==> config.mk <==
export PLATFORM = sky130hd
export DESIGN_NAME = cmd_burst_exec
export DESIGN_NICKNAME = d
export VERILOG_FILES = /design/src/rtl/cmd_burst_exec.sv
export SDC_FILE = /design/constraint.sdc
export NUM_CORES = 1
export LEC_CHECK = 0
export BUFFER_PORTS_ARGS = -buffer_cell sky130_fd_sc_hd__buf_4
export CAP_MARGIN = 20
export CELL_PAD_IN_SITES_DETAIL_PLACEMENT = 2
export CELL_PAD_IN_SITES_GLOBAL_PLACEMENT = 2
export CORE_MARGIN = 1.5
export CORE_UTILIZATION = 40
export CTS_BUF_LIST = sky130_fd_sc_hd__clkbuf_8
export CTS_CLUSTER_SIZE = 25
export DETAILED_ROUTE_END_ITERATION = 16
export GPL_ROUTABILITY_DRIVEN = 0
export PLACE_DENSITY_LB_ADDON = 0.1
export RECOVER_POWER = 25
export SLEW_MARGIN = 20
export SYNTH_ARGS = -nofsm -noshare
export SYNTH_HDL_FRONTEND = slang
export SYNTH_SLANG_ARGS = --single-unit
==> constraint.sdc <==
create_clock -name clk -period 4 [get_ports clk]
set_input_delay 0.8 -clock clk [delete_from_list [all_inputs] [get_ports clk]]
set_output_delay 0.8 -clock clk [all_outputs]
set_load 0.02 [all_outputs]
==> src/rtl/cmd_burst_exec.sv <==
// Command burst executor: queues chunk commands in a small FIFO and plays each one
// out as BEAT_BYTES-wide bus beats. Define CMD_BURST_STATS_EN to add completion counters.
module cmd_burst_exec #(
    parameter int ADDRW      = 32,
    parameter int BYTE_CNTw  = 16,
    parameter int BEAT_BYTES = 4,
    parameter int FIFO_DEPTH = 4
) (
    input  logic                  clk,
    input  logic                  rst,
    input  logic                  req,
    input  logic                  wr,
    input  logic [BYTE_CNTw-1:0]  byte_cnt,
    input  logic [ADDRW-1:0]      start_addr,
    output logic                  req_ack,
    output logic                  done,
    output logic                  bus_valid,
    input  logic                  bus_ready,
    output logic [ADDRW-1:0]      bus_addr,
    output logic                  bus_wr,
    output logic [BEAT_BYTES-1:0] bus_be,
    output logic                  bus_last,
    output logic                  busy
`ifdef CMD_BURST_STATS_EN
    ,
    output logic [31:0]           stat_cmds,
    output logic [31:0]           stat_bytes
`endif
);

    localparam int AW = $clog2(FIFO_DEPTH);

    localparam logic [1:0] ST_IDLE  = 2'd0;
    localparam logic [1:0] ST_BURST = 2'd1;
    localparam logic [1:0] ST_DONE  = 2'd2;

    localparam logic [BYTE_CNTw-1:0] BEAT_CNT  = BYTE_CNTw'(BEAT_BYTES);
    localparam logic [ADDRW-1:0]     BEAT_STEP = ADDRW'(BEAT_BYTES);
    localparam logic [ADDRW-1:0]     ALIGN_MASK = ~ADDRW'(BEAT_BYTES - 1);

    logic                 mem_wr   [FIFO_DEPTH];
    logic [BYTE_CNTw-1:0] mem_cnt  [FIFO_DEPTH];
    logic [ADDRW-1:0]     mem_addr [FIFO_DEPTH];

    logic [AW:0]          wr_ptr;
    logic [AW:0]          rd_ptr;
    logic [1:0]           state;
    logic [ADDRW-1:0]     addr_r;
    logic [BYTE_CNTw-1:0] rem_r;
    logic                 wr_r;

    logic full;
    logic empty;
    logic push;
    logic pop;
    logic beat_last;
    logic handshake;

    // Pointers carry a wrap bit so full and empty are distinguishable without a counter.
    assign full  = (wr_ptr[AW] != rd_ptr[AW]) && (wr_ptr[AW-1:0] == rd_ptr[AW-1:0]);
    assign empty = (wr_ptr == rd_ptr);

    assign req_ack   = req & ~full & ~rst;
    assign push      = req_ack & (byte_cnt != '0);
    assign pop       = (state == ST_IDLE) & ~empty;
    assign beat_last = (rem_r <= BEAT_CNT);
    assign handshake = bus_valid & bus_ready;

    assign bus_valid = (state == ST_BURST);
    assign bus_addr  = bus_valid ? addr_r : '0;
    assign bus_wr    = bus_valid & wr_r;
    assign bus_last  = bus_valid & beat_last;
    assign done      = (state == ST_DONE);
    assign busy      = ~empty | (state != ST_IDLE);

    always_comb begin
        bus_be = '0;
        if (bus_valid) begin
            if (beat_last) begin
                for (int i = 0; i < BEAT_BYTES; i++) begin
                    bus_be[i] = (BYTE_CNTw'(i) < rem_r);
                end
            end else begin
                bus_be = '1;
            end
        end
    end

    always_ff @(posedge clk) begin
        if (push) begin
            mem_wr[wr_ptr[AW-1:0]]   <= wr;
            mem_cnt[wr_ptr[AW-1:0]]  <= byte_cnt;
            mem_addr[wr_ptr[AW-1:0]] <= start_addr;
        end
    end

    always_ff @(posedge clk) begin
        if (rst) begin
            wr_ptr <= '0;
            rd_ptr <= '0;
        end else begin
            if (push) wr_ptr <= wr_ptr + (AW+1)'(1);
            if (pop)  rd_ptr <= rd_ptr + (AW+1)'(1);
        end
    end

    always_ff @(posedge clk) begin
        if (rst) begin
            state  <= ST_IDLE;
            addr_r <= '0;
            rem_r  <= '0;
            wr_r   <= 1'b0;
        end else begin
            case (state)
                ST_IDLE: begin
                    if (pop) begin
                        addr_r <= mem_addr[rd_ptr[AW-1:0]] & ALIGN_MASK;
                        rem_r  <= mem_cnt[rd_ptr[AW-1:0]];
                        wr_r   <= mem_wr[rd_ptr[AW-1:0]];
                        state  <= ST_BURST;
                    end
                end
                ST_BURST: begin
                    if (handshake) begin
                        addr_r <= addr_r + BEAT_STEP;
                        rem_r  <= rem_r - (beat_last ? rem_r : BEAT_CNT);
                        if (beat_last) state <= ST_DONE;
                    end
                end
                ST_DONE:  state <= ST_IDLE;
                default:  state <= ST_IDLE;
            endcase
        end
    end

`ifdef CMD_BURST_STATS_EN
    logic [BYTE_CNTw-1:0] cnt_r;

    // The original chunk length is kept alongside rem_r so it can be credited on done.
    always_ff @(posedge clk) begin
        if (rst) begin
            cnt_r      <= '0;
            stat_cmds  <= '0;
            stat_bytes <= '0;
        end else begin
            if (pop) cnt_r <= mem_cnt[rd_ptr[AW-1:0]];
            if (state == ST_DONE) begin
                stat_cmds  <= stat_cmds + 32'd1;
                stat_bytes <= stat_bytes + 32'(cnt_r);
            end
        end
    end
`endif

endmodule

Word level (Yosys, flattened, before mapping)
Memory sizes are Yosys's and may differ from the RTL's. A register that Yosys moved wholly into a read port is not among the register bits. Index checks and enable logic that the tools add are counted.

Word-level logic and storage cells: 64. Flip-flop bits (word level): 56. Input port bits: 53. Memories kept: 3. Bits in writable memories: 196. Output and inout port bits: 42.

Magnitude comparators: 5. Reductions and logical operators: 8. Bitwise gates (word level): 11. Muxes and demuxes: 20. Add/subtract/negate cells: 4. Eq/ne operators: 8.

Memories: mem_addr (depth 4, width 32, read ports 1, clocked after memory_dff 1, wr ports 1, RTL line 43) `logic [ADDRW-1:0] mem_addr [FIFO_DEPTH];`; mem_cnt (depth 4, width 16, read ports 1, clocked after memory_dff 1, wr ports 1, RTL line 42) `logic [BYTE_CNTw-1:0] mem_cnt [FIFO_DEPTH];`; mem_wr (depth 4, width 1, read ports 1, clocked after memory_dff 1, wr ports 1, RTL line 41) `logic mem_wr [FIFO_DEPTH];`.

Operators with widths (count): 32-bit two-way mux (3); 32-bit one-hot mux with 2 select lines (1); 16-bit two-way mux (3); 32-bit by 3-bit adder with 32-bit output, second input constant (1); 1-bit by 16-bit < comparator with 1-bit output, first input constant (2); 2-bit by 16-bit < comparator with 1-bit output, first input constant (2); 16-bit one-hot mux with 2 select lines (1); 16-bit by 3-bit less-or-equal comparator with 1-bit output, second input constant (1); 16-bit nonzero test (1); 16-bit subtractor (1); 2-bit two-way mux (7); 4-bit two-way mux (2); 1-bit bitwise AND (7); 3-bit by 1-bit adder with 3-bit output, second input constant (2); 3-bit AND reduction (2); 2-bit by 1-bit inequality test with 1-bit output, second input constant (2); 2-bit one-hot mux with 2 select lines (1); 2-bit nonzero test (2); 3-bit == test (1); 1-bit NOT (3); 2-bit by 1-bit == test with 1-bit output, second input constant (1); 2-bit == test (1); 2-bit == test, second input constant (1); 2-bit logical NOT (1); 6 further kinds (7).

Depth between registers and ports, before layout
Depth in word-level cells: 8. Depth in mapped cells: 10. Depth with buffers taken out: 10.

Least setup slack after synthesis
OpenSTA, ideal clock, no wires.

Path type: input to register. Start point: input port rst. End point: memory mem_addr[3][10] (enable). Required time: 3.589 ns. Setup slack: 0.482 ns. Data arrival time: 3.108 ns. Cell stages on the path: 3. Library setup time: 0.411 ns. Buffers on the path: 1. Cells stage by stage: clkbuf_1 -> a311oi_1 -> and3_1.

Word-level cells in the longest chain between the ends: 5.

Ends and longest elaborated chain: start, declared (RTL line 10) `input logic rst,`; 1-bit NOT (RTL line 63) `assign req_ack = req & ~full & ~rst;`; 1-bit bitwise AND (RTL line 63); via req_ack (RTL line 15) `output logic req_ack,`; 1-bit bitwise AND (RTL line 64) `assign push = req_ack & (byte_cnt != '0);`; 1-bit two-way mux (RTL line 90) `if (push) begin`; 1-bit two-way mux (implied by the code) (RTL line 93) `mem_addr[wr_ptr[AW-1:0]] <= start_addr;`; end, declared (RTL line 43).

The timed path passes the listed nets, and every way through them passes these cells.

Final worst setup path
Start point: register rem_r[8]. End point: output port bus_be[2].

Word-level cells in the longest chain between the ends: 3. Elaborated cells on any way between the ends: 4. Classes of those cells: order compare (2); mux (2).

Ends and longest elaborated chain: start, declared (RTL line 49) `logic [BYTE_CNTw-1:0] rem_r;`; start signal, assigned (RTL line 118) `rem_r <= mem_cnt[rd_ptr[AW-1:0]];`; start signal, assigned (RTL line 126) `rem_r <= rem_r - (beat_last ? rem_r : BEAT_CNT);`; 2-bit by 16-bit < comparator with 1-bit output / 16-bit by 3-bit less-or-equal comparator with 1-bit output (equally long branches) (RTL line 81, 66); 4-bit two-way mux * (RTL line 79) `if (beat_last) begin`; 4-bit two-way mux * (RTL line 78) `if (bus_valid) begin`; end, declared (RTL line 21) `output logic [BEAT_BYTES-1:0] bus_be,`.

Every way passes the cells marked *; elsewhere a longest branch is shown, timed or not.

==> impl_metrics.csv <==
group,metric,value,unit
cts,hold_buffers,0,
timing,setup_violations,0,
die,core,0.0259,sq mm
die,start_util,40.6,%
routing,wl,30200,um
routing,drc_errors,0,
min_path,hp-class,"input pin to flip-flop",
job,drv_cap,0,
global_routing,antenna_found_initial,0,
cts,clk-insertion-delay-late,550,ps
timing,period_share,90.4,%
timing,setup_ws,386,ps
cts,htree_levels,2,
timing,worst_pin_slew,863,ps
synthesis,synth_area,0.0105,sq mm
cts,cts_tree,"yes",
timing,max_freq,277,MHz
global_routing,grt_pass1_wl,46900,um
layout,drive_above_1_share,22.1,%
power_and_ir_drop,cellPowerDensity,680,mW/mm^2
global_routing,grt_overflow,0,
timing,skew,18.1,ps
layout,final_nets,925,
cts,cts_made_buffers,42,
routing,first_pass_iters,4,
global_routing,grt_pass1_vias,7887,
die,die_area,0.0273,sq mm
cts,cts_sinks,245,
routing,vias,6990,
layout,design_area,0.0122,sq mm
timing,relSlewSlack,42.4,%
cts,clk_pin_slew,60,ps
setup_path,critPathCaptureType,"output port",
cts,clk_path_buf_depth,3,
cts,post_cts_buffers,0,
timing,rsz0062_at_grt,"false",
die,die_h,165,um
timing,hold_violations,0,
setup_path,cp_max_fo,6,
power_and_ir_drop,finalPower,8.31,mW
timing,drv_slew,0,
routing,postRouteAntennaNets,0,
synthesis,syn_avg_cell_area,13.9,sq um
power_and_ir_drop,p_leak,4.16,nW
placed_design,placed_cells_incl_taps,1156,
setup_path,worst-setup-path-type,"flip-flop to output port",
setup_path,max_stage_delay,440,ps
synthesis,synth_seq_cells,245,
routing,wire_per_inst,24.5,um
synthesis,ys_seq_area_share,64.5,%
synthesis,synth_edf_count,188,
setup_path,worstPathRequired,3200,ps
setup_path,path_cells,"nor3_1 -> nand4_1 -> or2_2 -> o21ai_0 -> nand2_1 -> buf_4",
placed_design,hpwlAfterDp,20000,um
power_and_ir_drop,peakVddDrop,0.321,mV
placed_design,placed_cell_area,0.0116,sq mm
placed_design,dpl_worst_slack,817,ps
routing,drt_iter0_drc,450,
setup_path,arrival,2810,ps
setup_path,critPathSlowestCell,"nor3_1",
die,num_rows,59,
routing,vias_per_cell,5.67,
global_routing,grtUsageTotal,23.3,%
timing,tns,0,ps
setup_path,cp-start-kind,"flip-flop",
die,io_pins,95,
die,die_x,165,um
layout,instances_no_fill,1233,
synthesis,synth.distinct_cells,66,
placed_design,portBuffers,90,
cts,cts_root_buf,"clkbuf_8",
synthesis,ys_warn_count,0,
synthesis,synth_ff_type,"edfxtp_1",
timing,min_period,3610,ps
synthesis,ys_async_sr_fraction,0,%
layout,syn2layout_area_growth,16.2,%
global_routing,grt_max_degree,57,
run_status,outcome,"finished clean",
synthesis,synthCells,758,
cts,post_cts_resized,0,
[metal layers]
| metal | routed length [um] | track usage, % | vias to the layer above |
|---|---|---|---|
| li1 | - | - | 3169 |
| met2 | 14800 | 39.1 | 170 |
| met5 | 0 | 0 | - |
| met1 | 13200 | 30.4 | 3597 |
| met3 | 1400 | 3.97 | 54 |
| met4 | 841 | 8.15 | 0 |
[cells by family (layout without fill, tap and decap cells)]
group | Yosys count | in the layout | share of synthesized area (%)
xor+xnor | 7 | 7 | 0.583
fa+ha+maj | 7 | 7 | 0.833
other cells | 2 | 4 | 0.0714
simple gates | 226 | 226 | 11.3
mux | 51 | 51 | 10.4
buf+inv | 65 | 203 | 2.55
flops | 245 | 245 | 64.5
compound gates | 155 | 155 | 9.68
[cells in the final DEF, fill, tap and decap left out, types with 5 or more instances in the layout]
cell type	count
a211oi_1	10
a21oi_1	41
a311oi_1	5
a31oi_1	12
a41oi_1	5
and2_1	32
buf_4	70
clkbuf_1	33
clkbuf_8	44
clkinv_1	13
clkinv_2	5
dfxtp_1	55
edfxtp_1	188
ha_1	7
inv_1	32
mux4_2	47
nand2_1	61
nand3_1	19
nand4_1	12
nor2_1	44
nor3_1	17
o21ai_0	33
o22ai_1	5
o31a_1	6
o31ai_1	5
o32ai_1	5
or2_2	5
xnor2_1	5
[power breakdown]
group / internal, mW / switching, mW
Sequential: 3.02 / 0.398
Combinational: 1.09 / 1.74
Clock: 1.02 / 1.02
Total: 5.14 / 3.16
[synth_stat cells (6+ instances only)]
| cell | count | area share (%) |
|---|---|---|
| edfxtp_1 | 188 | 54 |
| nand2_1 | 61 | 2.2 |
| dfxtp_1 | 57 | 11 |
| mux4_2 | 47 | 10 |
| nor2_1 | 44 | 1.6 |
| a21oi_1 | 41 | 2.0 |
| o21ai_0 | 33 | 1.6 |
| and2_1 | 32 | 1.9 |
| clkbuf_1 | 23 | 0.82 |
| inv_1 | 20 | 0.71 |
| nand3_1 | 19 | 0.90 |
| nor3_1 | 17 | 0.81 |
| buf_2 | 13 | 0.62 |
| a31oi_1 | 12 | 0.71 |
| nand4_1 | 12 | 0.71 |
| a211oi_1 | 10 | 0.71 |
| and3_1 | 8 | 0.48 |
| ha_1 | 7 | 0.83 |
| buf_1 | 6 | 0.21 |
| o31a_1 | 6 | 0.50 |
[flip-flops by register name, summed over array words and instances (netlist names), named ones only]
name	count
mem_wr	4
mem_cnt	64
state	2
wr_r	1
addr_r	30
rd_ptr	3
rem_r	16
mem_addr	120
wr_ptr	3
[cell type report]
type,count,area [sq um]
Fill cell,2536,13700
Sequential cell,245,6790
Multi-Input combinational cell,449,3480
Timing Repair Buffer,106,709
Clock buffer,44,606
Tap cell,335,419
Clock inverter,32,136
Inverter,21,78.8
Antenna cell,1,2.50
[per-stage QoR]
step / util [%] / hold WS, ps
floorplan: - / 432
global placement: 44.8 / 443
detailed placement: 44.8 / 468
CTS: 47.6 / 410
global route: 47.1 / 443
finish: 47.2 / 460
[worst max-delay path: cells and delay by family, from the launching register on]
kind	cells	cell delay, ps
and+or+nand+nor	4	1330
AOI/OAI and AO/OA	1	390
DFF	1	370
buffers and inverters	1	190
[worst paths after layout]
kind                               from                   endpoint  slack (ps)  depth (start not counted)
setup reg to reg  rem_r[8]$_SDFFE_PP0P_     rem_r[14]$_SDFFE_PP0P_        1000                         10
hold reg to reg       wr_r$_SDFFE_PP0P_          wr_r$_SDFFE_PP0P_         470                          2
hold / removal           start_addr[15]  mem_addr[1][15]$_DFFE_PP_         460                          1
setup / recovery  rem_r[8]$_SDFFE_PP0P_                  bus_be[2]         390                          6
Power figures use the tool's default switching activity.
